### config.mk
export PLATFORM = sky130hd
export DESIGN_NAME = sobel_filter_flat
export DESIGN_NICKNAME = d
export VERILOG_FILES = /design/src/rtl/sobel_filter_if.sv /design/src/rtl/sobel_filter.sv /design/src/flat_wrapper.sv
export SDC_FILE = /design/constraint.sdc
export NUM_CORES = 1
export LEC_CHECK = 0
export CORE_UTILIZATION = 40
export DETAILED_ROUTE_END_ITERATION = 7
export PLACE_DENSITY_LB_ADDON = 0.2
export SYNTH_ARGS = -nofsm -noshare
export SYNTH_HDL_FRONTEND = slang
export SYNTH_SLANG_ARGS = --single-unit
### constraint.sdc
create_clock -name clk -period 4.7 [get_ports clk]
set_input_delay 0.47 -clock clk [delete_from_list [all_inputs] [get_ports clk]]
set_output_delay 0.47 -clock clk [all_outputs]
set_load 0.05 [all_outputs]
### src/rtl/sobel_filter_if.sv
// Window/result bundle between the window generator, the Sobel operator and the threshold stage.
// Carries one 3x3 window per cycle in, one 8-bit edge strength per cycle out.
// No backpressure: the producer only qualifies data with in_valid.
interface sobel_filter_if;
  logic       in_valid;
  logic [8:0] in0, in1, in2;
  logic [8:0] in3, in4, in5;
  logic [8:0] in6, in7, in8;
  logic       out_valid;
  logic [7:0] out0;

  // Producer side: drives the window, observes the result.
  modport master (
    output in_valid, in0, in1, in2, in3, in4, in5, in6, in7, in8,
    input  out_valid, out0
  );

  // Operator side: consumes the window, drives the result.
  modport slave (
    input  in_valid, in0, in1, in2, in3, in4, in5, in6, in7, in8,
    output out_valid, out0
  );
endinterface

### src/rtl/sobel_filter.sv
// Sobel 3x3 edge magnitude: |Gx| + |Gy| mapped to 8 bits (SOBEL_SATURATE_EN: clamp, else mag/16).
// Latency 2 cycles from in_valid to out_valid, throughput one window per cycle.
// No backpressure: every valid window is accepted; invalid cycles travel as bubbles.
module sobel_filter (
  input  logic         clk,
  input  logic         rst_n,
  sobel_filter_if.slave bus
);

  // Stage 1 next-state: gradients from the six border pixels of each axis.
  logic [11:0]        gx_pos, gx_neg, gy_pos, gy_neg;
  logic signed [11:0] gx_d, gy_d;
  logic signed [11:0] gx_q, gy_q;
  logic               vld1_q;

  // Stage 2 next-state: magnitude and output mapping.
  logic [11:0] abs_x, abs_y, mag;
  logic [7:0]  out0_d, out0_q;
  logic        out_vld_q;

  // Weighted column/row sums; each side peaks at 2044, so 12-bit signed never overflows.
  always_comb begin
    gx_pos = 12'(bus.in2) + {2'b00, bus.in5, 1'b0} + 12'(bus.in8);
    gx_neg = 12'(bus.in0) + {2'b00, bus.in3, 1'b0} + 12'(bus.in6);
    gy_pos = 12'(bus.in6) + {2'b00, bus.in7, 1'b0} + 12'(bus.in8);
    gy_neg = 12'(bus.in0) + {2'b00, bus.in1, 1'b0} + 12'(bus.in2);
    gx_d   = $signed(gx_pos - gx_neg);
    gy_d   = $signed(gy_pos - gy_neg);
  end

  // Stage 1 registers: gradients update every cycle, the valid flag qualifies them.
  always_ff @(posedge clk or negedge rst_n) begin
    if (!rst_n) begin
      gx_q   <= '0;
      gy_q   <= '0;
      vld1_q <= 1'b0;
    end else begin
      gx_q   <= gx_d;
      gy_q   <= gy_d;
      vld1_q <= bus.in_valid;
    end
  end

  // Absolute values (|G| <= 2044 so negation cannot wrap) and the build-selected 8-bit mapping.
  always_comb begin
    abs_x = gx_q[11] ? 12'(-gx_q) : 12'(gx_q);
    abs_y = gy_q[11] ? 12'(-gy_q) : 12'(gy_q);
    mag   = abs_x + abs_y;
`ifdef SOBEL_SATURATE_EN
    out0_d = (mag > 12'd255) ? 8'hFF : mag[7:0];
`else
    out0_d = mag[11:4];
`endif
  end

  // Stage 2 registers: final result and its valid flag.
  always_ff @(posedge clk or negedge rst_n) begin
    if (!rst_n) begin
      out0_q    <= '0;
      out_vld_q <= 1'b0;
    end else begin
      out0_q    <= out0_d;
      out_vld_q <= vld1_q;
    end
  end

  assign bus.out0      = out0_q;
  assign bus.out_valid = out_vld_q;

  // The centre pixel never contributes; the linear build also drops the magnitude's low nibble.
  logic unused_bits;
`ifdef SOBEL_SATURATE_EN
  assign unused_bits = ^bus.in4;
`else
  assign unused_bits = ^{bus.in4, mag[3:0]};
`endif

endmodule

### src/flat_wrapper.sv
// flat-port wrapper written by rule: the top's interface ports become plain ports
module sobel_filter_flat 
  (clk, rst_n, bus_in_valid, bus_in0, bus_in1, bus_in2, bus_in3, bus_in4, bus_in5, bus_in6, bus_in7, bus_in8, bus_out_valid, bus_out0);
  sobel_filter_if bus_i ();
  input  logic clk;
  input  logic rst_n;
  input wire logic [$bits(bus_i.in_valid)-1:0] bus_in_valid;
  input wire logic [$bits(bus_i.in0)-1:0] bus_in0;
  input wire logic [$bits(bus_i.in1)-1:0] bus_in1;
  input wire logic [$bits(bus_i.in2)-1:0] bus_in2;
  input wire logic [$bits(bus_i.in3)-1:0] bus_in3;
  input wire logic [$bits(bus_i.in4)-1:0] bus_in4;
  input wire logic [$bits(bus_i.in5)-1:0] bus_in5;
  input wire logic [$bits(bus_i.in6)-1:0] bus_in6;
  input wire logic [$bits(bus_i.in7)-1:0] bus_in7;
  input wire logic [$bits(bus_i.in8)-1:0] bus_in8;
  output wire logic [$bits(bus_i.out_valid)-1:0] bus_out_valid;
  output wire logic [$bits(bus_i.out0)-1:0] bus_out0;
  assign bus_i.in_valid = bus_in_valid;
  assign bus_i.in0 = bus_in0;
  assign bus_i.in1 = bus_in1;
  assign bus_i.in2 = bus_in2;
  assign bus_i.in3 = bus_in3;
  assign bus_i.in4 = bus_in4;
  assign bus_i.in5 = bus_in5;
  assign bus_i.in6 = bus_in6;
  assign bus_i.in7 = bus_in7;
  assign bus_i.in8 = bus_in8;
  assign bus_out_valid = bus_i.out_valid;
  assign bus_out0 = bus_i.out0;
  sobel_filter u_core (.clk(clk), .rst_n(rst_n), .bus(bus_i));
endmodule
* Yosys cells after proc, flatten, opt, wreduce, memory -nomap -nowiden
Index checks and enable logic that the tools add are counted.
Operators by class: add/sub/neg operators 13, mux-type cells 2
Operators by type and width (number):
- adder 12 x 9 -> 12 bit | 4
- adder 9 x 10 -> 11 bit | 4
- two-way mux 12 bit | 2
- negator 12 bit | 2
- subtractor 12 bit | 2
- adder 12 bit | 1
Storage, ports and cells: register bits 34, input port bits 84, output and inout bits 9, word-level logic and storage cells 20

* Depth between registers and ports, before layout
depth after elaboration 3, depth in mapped cells 19, depth with buffers taken out 19

* Worst setup path before layout
No wires, ideal clock.
path type in2reg, from input bus_in5[0], to register u_core.gx_q[11], setup time 0.080 ns, arrival time 3.987 ns, required time 4.620 ns, slack 0.633 ns, stages 19, buffers on the path 0, cells stage by stage ha_1 > inv_1 > fa_1 > nor2b_1 > o21ai_0 > a21boi_0 > o21ai_0 > nor2b_1 > xnor2_1 > fa_1 > inv_1 > fa_1 > inv_1 > ha_1 > a21oi_1 > o21ai_0 > a211o_1 > a21oi_1 > xnor2_1
Between the ends: cells in the longest elaborated chain, start to end 3
Ends and longest elaborated chain:
- start, declared | RTL line flat_wrapper.sv:13 | input wire logic [$bits(bus_i.in5)-1:0] bus_in5;
- adder 9 x 10 -> 11 bit | RTL line sobel_filter.sv:23 | gx_pos = 12'(bus.in2) + {2'b00, bus.in5, 1'b0} + 12'(bus.in8);
- adder 12 x 9 -> 12 bit | RTL line sobel_filter.sv:23
- subtractor 12 bit | RTL line sobel_filter.sv:27 | gx_d = $signed(gx_pos - gx_neg);
- named net u_core.gx_d[11] | RTL line sobel_filter.sv:12 | logic signed [11:0] gx_d, gy_d;
- end signal, assigned | RTL line sobel_filter.sv:38 | gx_q <= gx_d;
- end, declared | RTL line sobel_filter.sv:13 | logic signed [11:0] gx_q, gy_q;
The timed path passes the listed nets, and every way through them passes these cells.

* Final worst setup path
from input bus_in6[1], to register u_core.gy_q[11]
Between the ends: cells in the longest elaborated chain, start to end 3
Ends and longest elaborated chain:
- start, declared | RTL line flat_wrapper.sv:14 | input wire logic [$bits(bus_i.in6)-1:0] bus_in6;
- adder 9 x 10 -> 11 bit | RTL line sobel_filter.sv:25 | gy_pos = 12'(bus.in6) + {2'b00, bus.in7, 1'b0} + 12'(bus.in8);
- adder 12 x 9 -> 12 bit | RTL line sobel_filter.sv:25
- subtractor 12 bit | RTL line sobel_filter.sv:28 | gy_d = $signed(gy_pos - gy_neg);
- named net u_core.gy_d[11] | RTL line sobel_filter.sv:12
- end signal, assigned | RTL line sobel_filter.sv:39 | gy_q <= gy_d;
- end, declared | RTL line sobel_filter.sv:13
The timed path passes the listed nets, and every way through them passes these cells.

==> run summary <==
Startpoint Class: input port
Skew-Pair Late Insertion Delay: 0.27 ns
Starting Density: 41.1%
Core Region: 12100 um^2
Setup repair after global routing missed its margin: no
Clock share of power: 7.7%
Clock slew seen by the registers of the worst setup and hold paths: 0.05 ns
Cell area power density: 646 nW/um^2
Classification of the worst-slack hold path: reg2reg
Cells after Synth: 567
Leading cell types in the layout, fill and taps excluded: inv_1, clkdlybuf4s50_1, ha_1
Crit end category: flop
Clk sinks: 34
Relative slew slack: 67.2%
Slew of the pin with the lowest slew margin: 0.490 ns
Die span in y: 113 um
Total of hold buffers inserted after clock tree synthesis: 0
Prevailing post-synth register cell: dfrtp_1
Maximum number of pins on one net before global-route repair: 35
Upper clock frequency limit: 0.223 GHz
Leakage power summed over all cells: 0.00306 uW
Total of flip-flops plus latches after synthesis: 34
Maximum clock skew at final layout: 0.00332 ns
Post-Synthesis Net Count: 765
Total number of vias: 4092
Max Cap Violations: 0
Ratio of routed vias to standard cells: 4.77
Arrival time worst endpoint: 4.68 ns
Overall overflow remaining after global route: 0
Count of placed standard cells in the final layout, fillers left out: 857
Post-placement worst setup slack: -0.264 ns
Clock Root Buffer: clkbuf_16
Maximum buffer depth of the clock tree: 2
Fraction of the yosys area taken by sequential cells: 17.2%
Required time reported for the critical path endpoint: 4.90 ns
# placed instances: 848
Global-route wire length before repair: 17400 um
Number of warnings printed during yosys synthesis: 0
Crit path max fanout: 4
Io pins: 93
Initial antenna violation count: 0
Post-route cell area: 6420 um^2
Slew Limit Fails: 0
Crit path kind: in2reg
Fraction of layout instances using a drive strength above 1: 7.98%
Number of rows in the core area: 40
Sw Pwr: 1890 uW
Cell area after synthesis: 4960 um^2
Critical Path, Cell by Cell: clkdlybuf4s50_1 -> ha_1 -> inv_1 -> fa_2 -> nor2b_1 -> o21ai_0 -> a21boi_1 -> o21ai_1 -> nor2b_1 -> xnor2_1 -> fa_1 -> inv_1 -> fa_1 -> inv_1 -> ha_1 -> a21oi_2 -> o21ai_0 -> a211o_1 -> a21oi_1 -> xnor2_1
Number of DRC violations after detailed routing: 0
Number of DRC markers after the initial detailed-route iteration: 137
GRT Util Overall: 16.8%
Total Nets Final: 886
Final worst path period share: 95.4%
Internal power: 2270 uW
TritonCTS buffer count: 5
Count of nets left with antenna violations after detail routing: 0
Slowest stage delay, CP: 0.50 ns
Leading cell type in the layout, fill and taps excluded: inv_1
Post-synth cell types: 45
Average cell area after synthesis: 8.75 um^2
Sw frac: 45.4%
CP dominant cell by count: inv_1
Run status: completed
Setup violators final: 0
Synth async-reset ratio: 100%
Worst Reg-to-Reg Cells: 10
Instance area after placement: 6230 um^2
TritonCTS clock tree: built
Floorplan die area: 12800 um^2
Number of diodes added for antenna fixing: 0
Routability congestion estimate: 0.883
Worst VDD drop: 0.000278 V
Hold Crit Depth: 0
Total Routed Length: 10300 um
H-Tree Level Count: 2
Number of enable flip-flop cells after synthesis: 0
Via count of the first global-routing pass: 4196
Logic pwr share: 77.5%
Routed wire per std cell: 12.0 um
Proportion of power drawn by flip-flops and latches: 14.7%
Width of the chip: 113 um
Half-perimeter wire length of the detailed placement result: 9280 um
Cell at the slowest stage of the critical path: fa_1
Final hold viol count: 0
Total power: 4150 uW
Area Growth Syn to Fin: 29.5%
Worst path setup slack after routing: 0.216 ns
Post-layout minimum cycle time: 4.48 ns
Number of buffers inserted by port buffering: 83
Fraction of the core area covered by cells at the end of the flow: 53.3%
Detailed-router iteration count before antenna repair: 4
==> synthesized netlist by cell type (all sizes together) (3+ instances only) <==
master	number	share of area, %
a21boi	6	0.91
a21o	7	1.1
a21oi	24	2.4
dfrtp	34	17
fa	40	16
ha	74	19
inv	111	8.4
nand2	35	2.6
nand2b	13	1.6
nand4	6	0.76
nor2	32	2.4
nor2b	11	1.4
nor3	5	0.50
nor4	3	0.50
o21a	8	1.2
o21ai	39	3.9
o31ai	4	0.61
o41ai	6	1.1
or2b	3	0.45
or3	7	1.0
or4	3	0.45
xnor2	53	9.4
xor2	17	3.0
==> worst max-delay path: cells and delay by family <==
family | cells | cell delay [ns]
buffers and inverters | 4 | 0.63
AO/OA/AOI/OAI | 7 | 1.20
XOR/XNOR | 2 | 0.26
adder cells (fa/ha/maj) | 5 | 1.85
AND/OR/NAND/NOR | 2 | 0.26
==> area by class of cell <==
type / instances / area (um^2)
clock buffer: 7 / 143
clock inverter: 1 / 5.00
fill: 1120 / 5640
inverter: 111 / 417
multi-input combinational: 420 / 3720
sequential: 34 / 851
tap: 168 / 210
timing repair buffer: 116 / 1080
==> path summary, 6_finish.rpt <==
| path | startpoint | endpoint | slack [ns] |
|---|---|---|---|
| worst min register to register | u_core.vld1_q | u_core.bus.out_valid | 0.35 |
| worst min-delay path | u_core.vld1_q | u_core.bus.out_valid | 0.35 |
| max in group asynchronous | rst_n | u_core.gx_q[7] | 3.81 |
| worst max-delay path | bus_in6[1] | u_core.gy_q[11] | 0.22 |
| worst max register to register | u_core.gy_q[0] | u_core.bus.out0[6] | 1.75 |
| min in group asynchronous | rst_n | u_core.bus.out0[0] | 0.59 |
==> power groups by stage <==
stage / Sequential [uW] / Clock, uW / Combinational (uW)
2_1_floorplan: 700 / 0 / 2300
3_3_place_gp: 609 / 0 / 3100
3_5_place_dp: 616 / 0 / 3190
4_1_cts: 611 / 332 / 3210
5_1_grt: 630 / 345 / 3650
6_report: 612 / 321 / 3220
==> metrics by stage <==
step | hold WS, ns | setup TNS, ns
6_report | 0.353 | 0
5_1_grt | 0.362 | 0
4_1_cts | 0.361 | 0
3_5_place_dp | 0.350 | -0.883
3_3_place_gp | 0.342 | -0.558
2_1_floorplan | 0.174 | 0
==> sequential cells by signal, summed over array words and instances (netlist names) <==
register              flops
u_core.gy_q              12
u_core.bus.out0           8
u_core.gx_q              12
u_core.vld1_q             1
u_core.bus.out_valid      1
==> logic make-up after synthesis <==
kind of cell	after synthesis	synth area share [%]
adder cells (fa/ha/maj)	114	34.8
XOR/XNOR	70	12.4
buffers and inverters	113	8.55
flip-flops	34	17.2
AO/OA/AOI/OAI	111	14.0
AND/OR/NAND/NOR	125	13.1
==> repair_timing <==
| action | 4_1_cts | 5_1_grt |
|---|---|---|
| gates resized for setup | 0 | 17 |
| setup buffers | 0 | 1 |
| endpoints found under the setup margin | 0 | 6 |
| endpoints found under the hold margin | 0 | 0 |
==> metal layers <==
layer / GRT usage, % / vias up / wire length (um)
li1: - / 2112 / -
met1: 19.5 / 1884 / 4530
met2: 32.8 / 83 / 5330
met3: 1.55 / 13 / 295
met4: 4.39 / 0 / 153
met5: 0 / - / 0
(Power assumes the default switching activity.)
